$ cat config.mk
export PLATFORM = sky130hd
export DESIGN_NAME = signed_min_max_reducer
export DESIGN_NICKNAME = d
export VERILOG_FILES = /design/src/rtl/signed_min_max_reducer.sv
export SDC_FILE = /design/constraint.sdc
export NUM_CORES = 1
export LEC_CHECK = 0
export CAP_MARGIN = 20
export CORE_MARGIN = 5
export CORE_UTILIZATION = 54
export DETAILED_ROUTE_END_ITERATION = 10
export PLACE_DENSITY = 0.85
export SYNTH_ARGS = -nofsm -noshare
export SYNTH_HDL_FRONTEND = slang
export SYNTH_SLANG_ARGS = --single-unit
$ cat constraint.sdc
create_clock -name clk -period 3.86 [get_ports clk]
set_clock_uncertainty 0.1 [all_clocks]
set_input_delay 0.579 -clock clk [delete_from_list [all_inputs] [get_ports clk]]
set_output_delay 0.579 -clock clk [all_outputs]
set_load 0.05 [all_outputs]
$ cat src/rtl/signed_min_max_reducer.sv
// signed_min_max_reducer: streaming signed min/max reduction with first-occurrence positions
//
// Ports:
//    clk, rst_n                  rising-edge clock, synchronous active-low reset
//    in_valid/in_ready           input beat handshake (in_ready high while accumulating)
//    in_value, in_active         signed beat value; inactive beats only advance the index
//    in_last                     final beat of the batch
//    out_valid/out_ready         result handshake (out_valid high while holding a result)
//    out_min, out_max            signed extrema over active beats (0 when none)
//    out_min_idx, out_max_idx    0-based beat index of the first occurrence, saturating
//    out_count, out_any          active-beat count (saturating) and non-empty flag
module signed_min_max_reducer #(
   parameter int WIDTH = 8,
   parameter int IDX_W = 6
) (
   input  logic                    clk,
   input  logic                    rst_n,
   input  logic                    in_valid,
   output logic                    in_ready,
   input  logic signed [WIDTH-1:0] in_value,
   input  logic                    in_active,
   input  logic                    in_last,
   output logic                    out_valid,
   input  logic                    out_ready,
   output logic signed [WIDTH-1:0] out_min,
   output logic signed [WIDTH-1:0] out_max,
   output logic [IDX_W-1:0]        out_min_idx,
   output logic [IDX_W-1:0]        out_max_idx,
   output logic [IDX_W-1:0]        out_count,
   output logic                    out_any
);
   localparam logic [0:0] ACCUM = 1'b0;
   localparam logic [0:0] HOLD  = 1'b1;
   localparam logic signed [WIDTH-1:0] VAL_MAX = {1'b0, {(WIDTH-1){1'b1}}};
   localparam logic signed [WIDTH-1:0] VAL_MIN = {1'b1, {(WIDTH-1){1'b0}}};

   logic [0:0]              state_q;
   logic signed [WIDTH-1:0] min_q, max_q;
   logic [IDX_W-1:0]        min_idx_q, max_idx_q, beat_idx_q, count_q;
   logic                    any_q;
   logic                    accept;

   assign in_ready  = state_q == ACCUM;
   assign out_valid = state_q == HOLD;
   assign accept    = in_valid & in_ready;

   // A released result clears the accumulators exactly like reset does.
   always_ff @(posedge clk) begin
      if (!rst_n || (state_q == HOLD && out_ready)) begin
         state_q    <= ACCUM;
         min_q      <= VAL_MAX;
         max_q      <= VAL_MIN;
         min_idx_q  <= '0;
         max_idx_q  <= '0;
         beat_idx_q <= '0;
         count_q    <= '0;
         any_q      <= 1'b0;
      end else if (accept) begin
         if (in_active) begin
            // Strict compares keep the earliest beat on ties.
            if (!any_q || in_value < min_q) begin
               min_q     <= in_value;
               min_idx_q <= beat_idx_q;
            end
            if (!any_q || in_value > max_q) begin
               max_q     <= in_value;
               max_idx_q <= beat_idx_q;
            end
            count_q <= &count_q ? count_q : count_q + 1'b1;
            any_q   <= 1'b1;
         end
         beat_idx_q <= &beat_idx_q ? beat_idx_q : beat_idx_q + 1'b1;
         if (in_last) state_q <= HOLD;
      end
   end

   // Empty batches report all zeros rather than the accumulator sentinels.
   assign out_min     = any_q ? min_q : '0;
   assign out_max     = any_q ? max_q : '0;
   assign out_min_idx = any_q ? min_idx_q : '0;
   assign out_max_idx = any_q ? max_idx_q : '0;
   assign out_count   = count_q;
   assign out_any     = any_q;
endmodule

==> impl_results.md <==
- Post-synth top cells: dfxtp_1 (42), nand2_1 (30), nor2_1 (27)
- Drt first pass iters: 4
- Average cell area after synthesis: 8.425 sq um
- Lkg Pwr: 1.246 nW
- Max-cap violations: 0
- Ports: ~50
- CTS root buf: clkbuf_8
- Final Cell Area: 2920 sq um
- HPWL Detailed: 3952 um
- Final Max Slew Viols: 0
- Via count: 2029
- Share of layout cells above drive strength 1: 0.05607
- Tot Pwr: 1.033 mW
- Top_reg_cell synth: dfxtp_1
- Global-route wire length before repair: between 9000 and 10000 um
- H-tree depth: 2
- CP max stage cell: clkdlybuf4s50_1
- CP Data Required Time: 3.18 ns
- Die Y: 74.90 um
- Slew margin rel.: 0.4083
- Startpoint types: flop
- Vias in the first global route: 1990
- Worst setup margin: roughly 1.1 ns
- Final Core Density: 0.7248
- Hold Crit Class: flop to flop
- RSZ-0062 raised after global routing: false
- Setup TNS: 0 ns
- Cts bufs inserted: 5
- Tmin final: about 2.8 ns
- Most common cell in the synthesized netlist: dfxtp_1
- Synth area leader: dfxtp_1
- Non-Filler Instances: 371
- Seq cells post-synth: 42
- Remaining DRCs: 0
- Post-CTS Setup Repair Bufs: 0
- Gpl congestion: 0.8124
- Antenna cells: 0
- Unique masters post-synth: 38
- CP Class: flop to output pin
- Drt total wl: 5440 um
- DIE AREA: 5610 sq um
- CTS sink cnt: 42
- Dpl ws: 0.8786 ns
- DIE WIDTH: 74.90 um
- Final period util: 0.7256
- Mapped Cells: 270
- Pwr dens: approximately 350 nW/um^2
- Smallest hold slack: 0.3657 ns
- Synth warnings: 0
- Worst-path clk slew: 0.08 ns
- Initial antenna violation count: 0
- FFs w/ async S/R, synth: 0
- Share of the synthesized area in the top cell type: 0.3696
- Critical path's top delay family: buffers and inverters
- Buffers added on ports: 50
- Seq/Total Area, Yosys: 0.3696
- Crit end category: output pin
- Status: complete, no violations
- Post-synth EDFFs: 0
- Initial DRC Count: approximately 170
- Antenna Violating Nets Remaining: 0
- Vias/cell: roughly 5.5
- Post-CTS sizing: 0
- Layout area overhead: 28.38%
- Skew-Pair Late Insertion Delay: about 0.3 ns
- Maximum VDD drop: 303.7 uV
- Worst-path cell chain: buf_4, inv_1, nor2_1, clkdlybuf4s50_1
- CP bufs+invs: 3
- Critical Path Max Stage Delay: about 0.82 ns
- Hold Violations, Final: 0
- Count of hold-fix buffers inserted at cts: 0
- Placement Cell Area: ~2800 sq um
- Fin nets: 351
- Initial Utilization: 0.5646
- Placed insts: about 360
- WL/cell: 14.66 um
- Rows: 23
- Clk buf depth: 2
- Critical Path AT: roughly 2.1 ns
- Synth Net Count: 301
- Final setup viols: 0
- Synth area leaders: dfxtp_1 (37%), ha_1 (9.4%), mux2i_1 (6.2%)
- Total Routing Usage GR: 0.2126
- Core region area: 4029 sq um
- CP max FO: 20
- Mapped cell area: 2275 sq um
- Largest net degree at the start of global routing: 27
- F_max: 0.3570 GHz
- Congestion Overflow GR: 0
- Worst slew pin tran: roughly 0.89 ns
- CTS tree: built
## worst reg2reg max path, stage by stage (launching register included)
cell	delay, ns
dfxtp_1	0.33
inv_1	0.06
ha_1	0.34
or3b_1	0.42
a311oi_2	0.30
o21ai_2	0.21
nand2_2	0.24
mux2i_1	0.22
## power breakdown
group | leakage [nW] | switching (mW) | internal [mW]
logic | 0.852 | 0.142 | 0.0847
clock network | 0.0524 | 0.148 | 0.194
registers | 0.342 | 0.0123 | 0.453
## path summary, 6_finish.rpt
kind | startpoint | to | slack (ns) | depth (start not counted)
max reg2reg | max_q[7]$_SDFFE_PP1P_ | max_idx_q[3]$_SDFFE_PP0P_ | 1.58 | 7
min | max_idx_q[0]$_SDFFE_PP0P_ | max_idx_q[0]$_SDFFE_PP0P_ | 0.37 | 2
max | out_any$_SDFFE_PP0P_ | out_min[6] | 1.06 | 4
min reg2reg | max_idx_q[0]$_SDFFE_PP0P_ | max_idx_q[0]$_SDFFE_PP0P_ | 0.37 | 2
## cell families (layout without fill, tap and decap cells)
| group | count (synthesis) | in the layout | synth area share |
|---|---|---|---|
| compound gates | 46 | 46 | 0.1469 |
| xor+xnor | 10 | 10 | 0.03851 |
| fa+ha+maj | 17 | 17 | 0.09351 |
| buf+inv | 27 | 78 | 0.04510 |
| flops | 42 | 42 | 0.3696 |
| mux | 14 | 14 | 0.06160 |
| simple gates | 114 | 114 | 0.2448 |
## routing by layer
metal	global-route usage	vias up	part of all wire	wire, um
met3	0.04806	13	0.073	398
met5	0	-	0	0
met2	0.3414	67	0.47	2569
met1	0.2658	925	0.43	2339
li1	-	1024	-	-
met4	0.1107	0	0.024	133
## state kept, by name, summed over array words and instances (netlist names)
name / count
max_q: 8
min_q: 8
beat_idx_q: 6
max_idx_q: 6
min_idx_q: 6
out_count: 6
out_any: 1
out_valid: 1
## cell type report
class | instances | area [sq um]
Clock buffer | 7 | 76.32
Clock inverter | 1 | 30.03
Fill cell | 311 | 1109
Inverter | 19 | 71.32
Multi-Input combinational cell | 201 | 1331
Sequential cell | 42 | 840.8
Tap cell | 50 | 62.56
Timing Repair Buffer | 51 | 508.0
## placed cells by master, fill, tap and decap left out, drive strengths merged
master	Yosys	layout
nand3	23	23
dfxtp	42	42
inv	19	19
nand2b	5	5
a2bb2oi	1	1
clkbuf	6	7
a31oi	2	2
bufinv	0	1
nor2	28	28
and3	4	4
xnor2	2	2
or3b	1	1
a21o	3	3
a311oi	2	2
a31o	1	1
ha	17	17
nor2b	1	1
nor3	1	1
o21ai	16	16
a2111oi	1	1
buf	2	1
nand3b	1	1
clkdlybuf4s50	0	50
xor2	8	8
o21a	1	1
mux2i	14	14
nand4	4	4
and2	15	15
a211o	1	1
nand2	31	31
a21oi	15	15
o211ai	2	2
o211a	1	1
Power figures use the tool's default switching activity.
